File: src/rtl/adder_stream_pkg.sv
// Shared constants and types for the adder stream controller.
//   W_IN      operand width
//   W_SUM     sum width; the adder fixes this at W_IN+1 bits
//   operand_t one adder operand
//   sum_t     one adder result
package adder_stream_pkg;

    localparam int W_IN  = 16;
    localparam int W_SUM = W_IN + 1;

    typedef logic [W_IN-1:0]  operand_t;
    typedef logic [W_SUM-1:0] sum_t;

endpackage

File: src/rtl/adder_stream_sum_fifo.sv
// sum_fifo: synchronous DEPTH-entry FIFO of sums with a registered head.
// Ports:
//   clk, rst  clock and synchronous active-high reset
//   push      write wdata this cycle
//   wdata     sum to write
//   pop       consume the head this cycle (ignored when empty)
//   head      registered head entry, stable until popped
//   valid     FIFO holds at least one entry (registered)
//   count     number of stored entries, 0..DEPTH
// The pointers carry one extra bit so that full and empty differ.
module sum_fifo
    import adder_stream_pkg::*;
#(
    parameter  int DEPTH = 4,
    localparam int AW    = $clog2(DEPTH)
) (
    input  logic          clk,
    input  logic          rst,
    input  logic          push,
    input  logic [W_SUM-1:0] wdata,
    input  logic          pop,
    output logic [W_SUM-1:0] head,
    output logic          valid,
    output logic [AW:0]   count
);

    localparam logic [AW:0] FULL_CNT = (AW+1)'(DEPTH);

    sum_t          mem [DEPTH];
    logic [AW:0]   wr_q, wr_d;
    logic [AW:0]   rd_q, rd_d;
    sum_t          head_q, head_d;
    logic          valid_q, valid_d;
    logic          full;
    logic          pop_eff;
    logic          push_eff;

    assign count    = wr_q - rd_q;
    assign full     = (count == FULL_CNT);
    assign pop_eff  = pop & valid_q;
    // A push into a full FIFO is only legal when a pop frees the slot.
    assign push_eff = push & (~full | pop_eff);

    always_comb begin
        wr_d    = wr_q + {{AW{1'b0}}, push_eff};
        rd_d    = rd_q + {{AW{1'b0}}, pop_eff};
        valid_d = (wr_d != rd_d);
        head_d  = head_q;
        // When the entry being written becomes the new head, take it
        // straight from wdata since mem is not updated until this edge.
        if (push_eff && (wr_q == rd_d)) begin
            head_d = wdata;
        end else if (valid_d) begin
            head_d = mem[rd_d[AW-1:0]];
        end
    end

    always_ff @(posedge clk) begin
        if (push_eff) begin
            mem[wr_q[AW-1:0]] <= wdata;
        end
    end

    always_ff @(posedge clk) begin
        if (rst) begin
            wr_q    <= '0;
            rd_q    <= '0;
            head_q  <= '0;
            valid_q <= 1'b0;
        end else begin
            wr_q    <= wr_d;
            rd_q    <= rd_d;
            head_q  <= head_d;
            valid_q <= valid_d;
        end
    end

    assign head  = head_q;
    assign valid = valid_q;

endmodule

File: src/rtl/adder_stream_ctrl.sv
// adder_stream_ctrl: stream front end for a fixed-latency 16-bit adder.
// Operand pairs accepted on the input stream are driven onto the adder,
// tracked through its latency by a valid-bit pipe, captured into a result
// FIFO and presented on the output stream in issue order. Issue is
// credit-limited so every issued pair is guaranteed a FIFO slot.
// Ports:
//   clk, rst          clock (shared with the adder), sync active-high reset
//   in_valid/in_ready input handshake; in_a/in_b operands
//   add_a/add_b       operands to the adder (zero unless a pair fires)
//   add_sum           adder result, ADDER_LAT cycles after sampling
//   out_valid/out_ready output handshake; out_sum registered FIFO head
// Optional build macro ADDER_STREAM_STATS_EN adds stat_issued/stat_done
// (32-bit counts of accepted pairs and consumed results).
module adder_stream_ctrl
    import adder_stream_pkg::*;
#(
    parameter int DEPTH     = 4,
    parameter int ADDER_LAT = 1
) (
    input  logic             clk,
    input  logic             rst,
    input  logic             in_valid,
    output logic             in_ready,
    input  logic [W_IN-1:0]  in_a,
    input  logic [W_IN-1:0]  in_b,
    output logic [W_IN-1:0]  add_a,
    output logic [W_IN-1:0]  add_b,
    input  logic [W_SUM-1:0] add_sum,
    output logic             out_valid,
    input  logic             out_ready,
    output logic [W_SUM-1:0] out_sum
`ifdef ADDER_STREAM_STATS_EN
    ,
    output logic [31:0]      stat_issued,
    output logic [31:0]      stat_done
`endif
);

    localparam int AW = $clog2(DEPTH);

    logic [ADDER_LAT-1:0] pipe_q, pipe_d;
    logic [AW:0]          fifo_count;
    logic                 fire;
    logic                 pop;
    logic                 push;
    int                   used;

    assign fire  = in_valid & in_ready;
    assign pop   = out_valid & out_ready;
    // The last pipe bit marks the cycle in which add_sum holds that pair.
    assign push  = pipe_q[ADDER_LAT-1];

    assign add_a = fire ? in_a : '0;
    assign add_b = fire ? in_b : '0;

    // Credits: pairs still in the adder plus stored sums must stay below
    // DEPTH. Uses registered state only, so a pop frees a credit one
    // cycle later.
    always_comb begin
        used = int'(fifo_count);
        for (int i = 0; i < ADDER_LAT; i++) begin
            used = used + int'(pipe_q[i]);
        end
        in_ready = ~rst & (used < DEPTH);
    end

    always_comb begin
        pipe_d    = '0;
        pipe_d[0] = fire;
        for (int i = 1; i < ADDER_LAT; i++) begin
            pipe_d[i] = pipe_q[i-1];
        end
    end

    always_ff @(posedge clk) begin
        if (rst) begin
            pipe_q <= '0;
        end else begin
            pipe_q <= pipe_d;
        end
    end

    sum_fifo #(
        .DEPTH (DEPTH)
    ) u_fifo (
        .clk   (clk),
        .rst   (rst),
        .push  (push),
        .wdata (add_sum),
        .pop   (pop),
        .head  (out_sum),
        .valid (out_valid),
        .count (fifo_count)
    );

`ifdef ADDER_STREAM_STATS_EN
    logic [31:0] stat_issued_q;
    logic [31:0] stat_done_q;

    always_ff @(posedge clk) begin
        if (rst) begin
            stat_issued_q <= '0;
            stat_done_q   <= '0;
        end else begin
            if (fire) stat_issued_q <= stat_issued_q + 32'd1;
            if (pop)  stat_done_q   <= stat_done_q + 32'd1;
        end
    end

    assign stat_issued = stat_issued_q;
    assign stat_done   = stat_done_q;
`endif

endmodule
File: config.mk
export PLATFORM = sky130hd
export DESIGN_NAME = adder_stream_ctrl
export DESIGN_NICKNAME = d
export VERILOG_FILES = /design/src/rtl/adder_stream_pkg.sv /design/src/rtl/adder_stream_sum_fifo.sv /design/src/rtl/adder_stream_ctrl.sv
export SDC_FILE = /design/constraint.sdc
export NUM_CORES = 1
export LEC_CHECK = 0
export BUFFER_PORTS_ARGS = -buffer_cell sky130_fd_sc_hd__buf_4
export CAP_MARGIN = 30
export CORE_UTILIZATION = 50
export CTS_BUF_LIST = sky130_fd_sc_hd__clkbuf_8
export CTS_CLUSTER_SIZE = 10
export DETAILED_ROUTE_END_ITERATION = 8
export GPL_TIMING_DRIVEN = 0
export PLACE_DENSITY = 0.73
export SLEW_MARGIN = 20
export SYNTH_ARGS = -nofsm -noshare
export SYNTH_HDL_FRONTEND = slang
export SYNTH_SLANG_ARGS = --single-unit
File: constraint.sdc
create_clock -name clk -period 10.25 [get_ports clk]
set_input_delay 2.05 -clock clk [delete_from_list [all_inputs] [get_ports clk]]
set_output_delay 2.05 -clock clk [all_outputs]
set_load 0.01 [all_outputs]
==> metrics.cfg <==
[place]
place_inst=486
gp_congestion=0.762
dp_hpwl_um=6630
place_area_um2=5030
port_buffers=103
dp_slack_ns=4.66

[critical_path]
crit_type=in -> out
r2r-end=u_fifo.head[3]
crit_path_end_kind=primary output
reg2reg_depth=14
ff2ff_setup_slack_ns=5.62
critPathMaxFanout=10
r2r-start=u_fifo.wr_q[0]
worst_setup_path_start_kind=input port
crit_arrival_ns=3.52
required_ns=8.20

[sta]
whs_ns=0.511
fin_crit_sh=0.543
max_slew.worst_pin.slew_ns=0.755
setup_tns_ns=0
period_minus_slack_ns=5.57
finalSetupViolCount=0
slew_violations=0
finalClockSkew_ns=0.00594
hold_viol_final=0
maxSlewHeadroom=0.493
setup_slack_ns=4.68
rsz0062_at_grt=false
max_freq_ghz=0.180

[routing]
drtAntennaViolNets=0
drtIter0Drc=153
vias_per_cell=5.61
drc_errors=0
first_pass_iters=4
vias=2816
wl_per_cell_um=18.3
wl_um=9170

[cells_and_area]
syn2layout_area_growth_pct=28.9
final_area_um2=5220
final_cells=502
drive_gt1_frac=0.418
antenna_cells=0
fin_nets=454

[floorplan]
die_h_um=92.0
core_um2=7770
die_w_um=92.0
die-area_um2=8460
fp-row-count=32
initial_core_util=0.521
ioPinCount=104

[logic_synthesis]
synth_top_family_by_area=simple AND/OR/NAND/NOR gates
ys_seq_area_frac=0.628
yosys.area_share.xor_xnor=0.0343
syn-num-nets=332
yosysWarnings=0
synth_compound_area_frac=0.0788
synth_cells=273
yosys.area_share.simple=0.113
synth_seq_cells=93
synth_mux_area_frac=0.0946
yosys.area_share.adder=0.0204
synth_area_um2=4050
postSynthAreaPerCell_um2=14.8
synth.distinct_cells=33

[clocking]
cts-root-buf=clkbuf_8
post_cts_buffers=0
clk_latency_ns=0.36
cts_hold_buf=0
cts_tree=built
clock-sinks=93
ctsLongestPathBuffers=2
cts.reportedPaths.clkPinSlew_ns=0.08
post_cts_resized=0
h-tree-depth=3
cts_buffers=9

[grt]
grt_pass1_wl_um=14200
grtUsageTotal=0.229
grt_max_degree=16
grt-ovfl-total=0
top_usage_layer=met2
antenna_found_initial=0
met2_usage=0.383
grtUsageMet1=0.271
grt_pass1_vias=2818
use_met3=0.0605

[job]
maxCapViolCount=0

[worst_hold_path]
min_to=u_fifo.head[10]
worst_hold_startpoint=u_fifo.head[10]
whs_path_depth=2
min_path_type=reg -> reg

[power]
ir_drop_mv=0.107
p_per_area_nw_per_um2=225
leakage_nw=2.06

[status]
status=finished clean

## power breakdown
group | internal [mW] | leakage (nW) | switching, mW
clock network | 0.111 | 0.0968 | 0.128
registers | 0.458 | 0.823 | 0.0296
logic | 0.209 | 1.14 | 0.237
## final cells by class
type	count	area, µm²
flip-flops and latches	93	2540
repair buffers	111	833
well taps	102	128
clock buffers	9	124
fillers	568	2550
clock inverters	7	65.1
multi-input cells	153	1400
inverters	5	18.8
plain buffers	22	105
## worst max-delay path by stage
stage / start / slack, ns / endpoint / cells after the start
global route: rst / 4.51 / add_b[4] / 5
CTS: rst / 4.66 / add_b[4] / 5
floorplan: rst / 5.21 / add_b[10] / 3
finish: rst / 4.68 / add_b[4] / 5
global placement: rst / 4.72 / add_b[5] / 5
detailed placement: rst / 4.66 / add_b[4] / 5
## metal layers
metal / wire length, µm / up-vias
li1: - / 1313
met1: 3600 / 1371
met2: 4600 / 114
met3: 725 / 18
met4: 235 / 0
met5: 0 / -
## stage by stage
stage	utilization	power, mW
floorplan	-	0.773
global route	0.672	1.24
global placement	0.637	0.930
CTS	0.672	1.18
detailed placement	0.647	0.942
finish	0.672	1.17
## sequential cells by signal, indices dropped and copies added (netlist names)
signal and flops:
u_fifo.mem 68, u_fifo.head 17, u_fifo.rd_q 3, u_fifo.wr_q 3, pipe_q 1, u_fifo.valid 1
## cells by family (layout without fill, tap and decap cells)
logic type	after synthesis	count (layout)
adders and majority gates	6	6
muxes	17	17
DFF	93	93
buffers and inverters	27	154
xor gates and xnor gates	10	10
and+or+nand+nor	83	83
AOI/OAI and AO/OA	37	37
## placed cells by master, fill, tap and decap left out, drive strengths merged, types with 6 or more instances in the layout
master and count:
clkbuf 24, a311oi 17, mux4 17, dfxtp 25, edfxtp 68, nand3 18
inv 6, buf 118, o21ai 17, and3 32, nor3 21
## worst max-delay path, stage by stage
cell	delay [ns]
buf_4	0.14
a211oi_1	0.60
clkbuf_1	0.33
and3_1	0.26
buf_4	0.14
## cells in the mapped netlist, drive strengths merged
| library cell | n | share of area |
|---|---|---|
| a211oi | 1 | 0.0019 |
| a21oi | 1 | 0.0012 |
| a311oi | 17 | 0.052 |
| a41o | 1 | 0.0025 |
| and2 | 1 | 0.0015 |
| and3 | 32 | 0.049 |
| buf | 7 | 0.012 |
| clkbuf | 15 | 0.014 |
| dfxtp | 25 | 0.12 |
| edfxtp | 68 | 0.50 |
| fa | 1 | 0.0049 |
| ha | 5 | 0.015 |
| inv | 5 | 0.0046 |
| mux4 | 17 | 0.095 |
| nand2 | 1 | 0.00093 |
| nand3 | 18 | 0.022 |
| nor2 | 4 | 0.0037 |
| nor2b | 4 | 0.0062 |
| nor3 | 21 | 0.026 |
| o21ai | 17 | 0.021 |
| or2 | 2 | 0.0031 |
| xnor2 | 5 | 0.015 |
| xnor3 | 1 | 0.0056 |
| xor2 | 3 | 0.0083 |
| xor3 | 1 | 0.0059 |
Note: power is estimated with default switching activity, not from simulation.
